### config.mk
export PLATFORM = sky130hd
export DESIGN_NAME = sysid_regs
export DESIGN_NICKNAME = d
export VERILOG_FILES = /design/src/rtl/sysid_regs.sv
export SDC_FILE = /design/constraint.sdc
export NUM_CORES = 1
export LEC_CHECK = 0
export ABC_AREA = 1
export BUFFER_PORTS_ARGS = -buffer_cell sky130_fd_sc_hd__buf_4
export CAP_MARGIN = 25
export CORE_MARGIN = 3
export CORE_UTILIZATION = 64
export DETAILED_ROUTE_END_ITERATION = 6
export PLACE_DENSITY = 0.85
export SLEW_MARGIN = 20
export SYNTH_ARGS = -nofsm -noshare
export SYNTH_HDL_FRONTEND = slang
export SYNTH_SLANG_ARGS = --single-unit
### constraint.sdc
create_clock -name clk -period 2.8 [get_ports clk]
set_input_delay 0.28 -clock clk [delete_from_list [all_inputs] [get_ports clk]]
set_output_delay 0.28 -clock clk [all_outputs]
set_load 0.05 [all_outputs]
### src/rtl/sysid_regs.sv
// sysid_regs: Avalon-MM system-ID peripheral with constants, scratch, uptime snapshot and seconds.
// Define SYSID_SECONDS_EN to build the prescaler and SECONDS counter (word 6 reads 0 otherwise).
module sysid_regs #(
    parameter logic [31:0] ID_VALUE      = 32'h0000_0000,
    parameter logic [31:0] TIMESTAMP     = 32'h0000_0000,
    parameter logic [31:0] VERSION       = 32'h0001_0000,
    parameter logic [31:0] SCRATCH_RESET = 32'h0000_0000,
    parameter int unsigned CLK_FREQ_HZ   = 50000000
) (
    input  logic        clk,
    input  logic        reset_n,
    input  logic [2:0]  address,
    input  logic        read,
    input  logic        write,
    input  logic [31:0] writedata,
    input  logic [3:0]  byteenable,
    output logic [31:0] readdata,
    output logic        readdatavalid
);
    logic [31:0] rdata_q, rdata_d, scratch_q, scratch_d, snap_q, snap_d, sec_word, rd_word;
    logic [63:0] uptime_q, uptime_d;
    logic        rvalid_q, clear;
    assign clear = write && address == 3'd7 && byteenable[0] && writedata[0];
    always_comb begin
        for (int i = 0; i < 4; i++)
            scratch_d[8*i +: 8] = (write && address == 3'd3 && byteenable[i]) ? writedata[8*i +: 8] : scratch_q[8*i +: 8];
    end
    assign uptime_d = clear ? 64'd0 : uptime_q + 64'd1;
    // CLEAR wins over a snapshot latch from a simultaneous word-4 read
    assign snap_d = clear ? 32'd0 : (read && address == 3'd4) ? uptime_q[63:32] : snap_q;
`ifdef SYSID_SECONDS_EN
    localparam int PW = $clog2(CLK_FREQ_HZ);
    localparam logic [PW-1:0] TC = PW'(CLK_FREQ_HZ - 1);
    logic [PW-1:0] presc_q, presc_d;
    logic [31:0]   sec_q, sec_d;
    logic          tick;
    assign tick    = presc_q == TC;
    assign presc_d = (clear || tick) ? '0 : presc_q + 1'b1;
    assign sec_d   = clear ? 32'd0 : tick ? sec_q + 32'd1 : sec_q;
    assign sec_word = sec_q;
    always_ff @(posedge clk or negedge reset_n) begin
        if (!reset_n) begin
            presc_q <= '0;
            sec_q   <= '0;
        end else begin
            presc_q <= presc_d;
            sec_q   <= sec_d;
        end
    end
`else
    assign sec_word = 32'd0;
`endif
    always_comb begin
        case (address)
            3'd0:    rd_word = ID_VALUE;
            3'd1:    rd_word = TIMESTAMP;
            3'd2:    rd_word = VERSION;
            3'd3:    rd_word = scratch_q;
            3'd4:    rd_word = uptime_q[31:0];
            3'd5:    rd_word = snap_q;
            3'd6:    rd_word = sec_word;
            default: rd_word = 32'd0;
        endcase
    end
    assign rdata_d = read ? rd_word : rdata_q;
    always_ff @(posedge clk or negedge reset_n) begin
        if (!reset_n) begin
            rdata_q   <= '0;
            rvalid_q  <= 1'b0;
            scratch_q <= SCRATCH_RESET;
            uptime_q  <= '0;
            snap_q    <= '0;
        end else begin
            rdata_q   <= rdata_d;
            rvalid_q  <= read;
            scratch_q <= scratch_d;
            uptime_q  <= uptime_d;
            snap_q    <= snap_d;
        end
    end
    assign readdata      = rdata_q;
    assign readdatavalid = rvalid_q;
endmodule
* Word-level counts from Yosys, hierarchy flattened
Index checks and enable logic that the tools add are counted.
Operators by class: add/sub/neg operators 1, multiply operators 0, div/mod/pow operators 0, order comparisons 0, eq/ne operators 5, shifts and indexed selects 0, mux-type cells 4, bitwise operators 0, reduce and logical (&&, ||, !) cells 10
Operators with widths (number):
- one-hot mux 32 bit (4 select lines) | 1
- adder 64 x 1 -> 64 bit, second input constant | 1
- 2-to-1 mux 32 bit | 2
- 2-to-1 mux 64 bit | 1
- == test 3 bit, second input constant | 3
- logical AND 1 bit | 9
- == test 3 x 2 -> 1 bit, second input constant | 2
- nonzero test 2 bit | 1
Word-level totals: register bits after elaboration 161, latch bits 0, bits in writable memories 0, memory bits (read-only) 0, input port bits 43, logic and storage cells 28, memories 0

* Longest topological paths before layout
depth after elaboration 5, depth in mapped cells 11

* Worst setup path before layout
No wires, ideal clock.
path type reg2reg, start register uptime_q[0], end register uptime_q[52], setup time 0.117 ns, arrival 1.409 ns, required time 2.683 ns, setup slack 1.275 ns, cell stages (with the launch flop) 11, clock period less this slack 1.525 ns, path through dfrtp_1 ha_1 nand2_1 nor2_2 nand2_1 nor2_2 nand2_1 nor2_1 nand2_1 nand2_1 nor2_1
Between the ends: cells in the longest elaborated chain, start to end 2
RTL lines:
- start, declared | RTL line 21 | logic [63:0] uptime_q, uptime_d;
- start signal, assigned | RTL line 77 | uptime_q <= uptime_d;
- adder 64 x 1 -> 64 bit | RTL line 28 | assign uptime_d = clear ? 64'd0 : uptime_q + 64'd1;
- 2-to-1 mux 64 bit | RTL line 28
- named net uptime_d[52] | RTL line 21
The timed path passes the listed nets, and every way through them passes these cells. A chain may end at the register's enable or synchronous reset.

* Final worst setup path
start register uptime_q[0], end register uptime_q[46]
The elaborated chain is that of the path after synthesis.

==> flow_summary.ini <==
[final_layout]
area_growth_pct = 16.3
nets = 1185
drive_gt1_frac = 0.149
diodes = 0

[floorplan]
start_util = 0.669
ios = 76
core_mm2 = 0.0123
rows = 40
die_h_um = 119
die_x_um = 119
die_area_mm2 = 0.0142

[pwr]
comb_power_share = 0.141
p_sw_frac = 0.282
cellPowerDensity_mw_per_mm2 = 613
switching_power_mw = 1.65
irDropWorstVdd_uv = 481
power_leakage_nw = 4.54
sequentialPowerShare = 0.473
power.internal_mw = 4.20
power_frac_clock = 0.385

[job]
maxCapViolCount = 0

[timing]
drv_slew = 0
final_hold_viol_count = 0
setup_viol = 0
whs_ps = 77.8
period_needed_ps = 1990
tns_ps = 0
layout_setup_ws_ps = 812
grt_setup_unrepaired = false
period_share = 0.710
fmax_mhz = 503
tightest_slew_ps = 583
finClkSkew_ps = 9.07
slew_headroom = 0.611

[hold_path]
hold_path_class = input port to flop
hold_end = scratch_q[1]$_DFFE_PN0P_
hp-start = writedata[1]
hold_depth = 2

[global_routing]
grt_pass1_vias = 7525
grt_start_max_net_pins = 56
track_usage = 0.358
grt-ovfl-total = 0
antenna_found_initial = 0
grt_pass1_wl_um = 39400

[yosys]
ys_top_cells_by_count = nand2_1, nor2_1, dfrtp_1
synth_compound_area_frac = 0.109
syn-instance-count = 1060
ys_seq_elements = 161
synth_flop_cell = dfrtp_1
synth.distinct_cells = 29
syn-num-nets = 1104
yosys.area.top_type = dfrtp_1
synth_area_mm2 = 0.00820
yosysSeqAreaShare = 0.491
yosys.area_share.xor_xnor = 0.00107
synth_fa_ha_area_frac = 0.00153
yosys_warnings = 0
synth.most_common_cell = nand2_1
synthTopCellsByArea = dfrtp_1, nand2_1, nor2_1
async_reset_ff_frac = 1.00
synth_top_family_by_area = simple AND/OR/NAND/NOR gates
synth_simple_gate_area_frac = 0.258
syn_area_per_cell_um2 = 7.74
synth_top_area_frac = 0.491
synthMuxAreaShare = 0.0549
synth_edf_count = 0

[drt]
ant_nets = 0
drt_iter0_markers = 956
vias = 7691
via_per_inst = 5.83
wl_um = 24700
drc_errors = 0
dr.pass1.iters = 6
wl_per_cell_um = 18.7

[clock_tree]
path_clk_slew_ps = 60
cts.sinks = 161
h-tree-depth = 4
clock_latency_ps = 440
cts-resized-gates = 0
clockRootBuffer = clkbuf_16
numCtsBuffers = 17
tritoncts = done
cts_max_path_buffers = 2

[placement]
numPortBuffers = 75
gp_congestion = 1.02
pre_cts_slack_ps = 940
dpl.hpwl_um = 17800

[worst_setup_path]
r2r_cells = 9
reg2reg_from = uptime_q[0]$_DFF_PN0_
setup.worst_path.end_class = flop
r2r_setup_slack_ps = 810
start_kind = flop
cp.required_ps = 3150
crit_arrival_ps = 2340
critPathKind = flop to flop
r2r-end = uptime_q[46]$_DFF_PN0_
worstPathMaxFanout = 5

[status]
outcome = completed
==> cell usage in the layout (no fill, tap or decap), drive strengths merged <==
cell         synthesis  routed
a21oi               38      38
and2                 2       2
buf                 13      88
bufinv               0       1
clkbuf              14      23
clkinv               0       1
clkinvlp             0       3
dfrtp              161     161
dlygate4sd3          0       1
ha                   1       1
inv                152     154
mux2                40      40
nand2              282     282
nand3               46      46
nand4               11      11
nor2               173     173
nor3                 5       5
nor3b                1       1
nor4                 1       1
o211ai               9       9
o21a                 2       2
o21ai               74      74
o221ai              15      15
o22ai               19      19
xnor2                1       1
==> per-layer routing <==
| layer | part of all wire | GRT usage | wire (um) |
|---|---|---|---|
| met1 | 0.41 | 0.473 | 10100 |
| met4 | 0.045 | 0.154 | 1120 |
| met2 | 0.47 | 0.567 | 11500 |
| met5 | 0 | 0 | 0 |
| met3 | 0.079 | 0.0859 | 1950 |
==> state kept, by name, indices dropped and copies added (netlist names) <==
name and flops:
readdata 32, readdatavalid 1, uptime_q 64, scratch_q 32, snap_q 32
==> worst max-delay path: stages (launching register included) <==
cell and delay (ps):
dfrtp_1 430, ha_1 240, nand2_1 80, nor2_2 140
nand2_1 70, nor2_1 290, nand2_1 230, o21ai_0 250
inv_1 60, nor2_1 130
==> timing repair <==
| action | CTS | global route |
|---|---|---|
| endpoints found under the hold margin | 50 | 0 |
| buffers inserted | 0 | 0 |
| hold buffers | 1 | 0 |
==> cell families (layout without fill, tap and decap cells) <==
kind of cell,count (synthesis),count (layout)
and+or+nand+nor,521,521
buffers and inverters,179,271
DFF,161,161
AOI/OAI and AO/OA,157,157
muxes,40,40
adders and majority gates,1,1
xor gates and xnor gates,1,1
==> power groups by stage <==
stage	Clock [mW]	Sequential (mW)	Combinational, mW
2_1_floorplan	0	2.89	0.396
3_3_place_gp	0	2.79	0.789
3_5_place_dp	0	2.80	0.814
4_1_cts	2.25	2.76	0.825
5_1_grt	2.34	2.80	0.911
6_report	2.26	2.77	0.826
==> worst max path at each step <==
| stage | slack, ps | depth (start not counted) | to | from |
|---|---|---|---|---|
| 2_1_floorplan | 1270 | 10 | uptime_q[52]$_DFF_PN0_ | uptime_q[0]$_DFF_PN0_ |
| 3_3_place_gp | 990 | 5 | scratch_q[18]$_DFFE_PN0P_ | address[0] |
| 3_5_place_dp | 940 | 10 | uptime_q[36]$_DFF_PN0_ | uptime_q[0]$_DFF_PN0_ |
| 4_1_cts | 870 | 9 | uptime_q[46]$_DFF_PN0_ | uptime_q[0]$_DFF_PN0_ |
| 5_1_grt | 640 | 10 | uptime_q[52]$_DFF_PN0_ | uptime_q[0]$_DFF_PN0_ |
| 6_report | 810 | 9 | uptime_q[46]$_DFF_PN0_ | uptime_q[0]$_DFF_PN0_ |
==> through the flow <==
stage	util	power, mW	cells	cell area [um2]
after CTS	0.778	5.83	1320	9540
after floorplan	-	3.28	1060	8200
after detailed placement	0.731	3.61	1289	8970
final	0.778	5.85	1320	9540
after global placement	0.731	3.58	1289	8970
after global routing	0.778	6.05	1320	9540
==> area by class of cell <==
cell class / count / area (um2)
timing repair buffer: 89 / 687
sequential: 161 / 4030
multi-input combinational: 720 / 3480
clock inverter: 7 / 75.1
clock buffer: 23 / 488
inverter: 152 / 571
tap: 168 / 210
fill: 889 / 2720
Power figures use the tool's default switching activity.
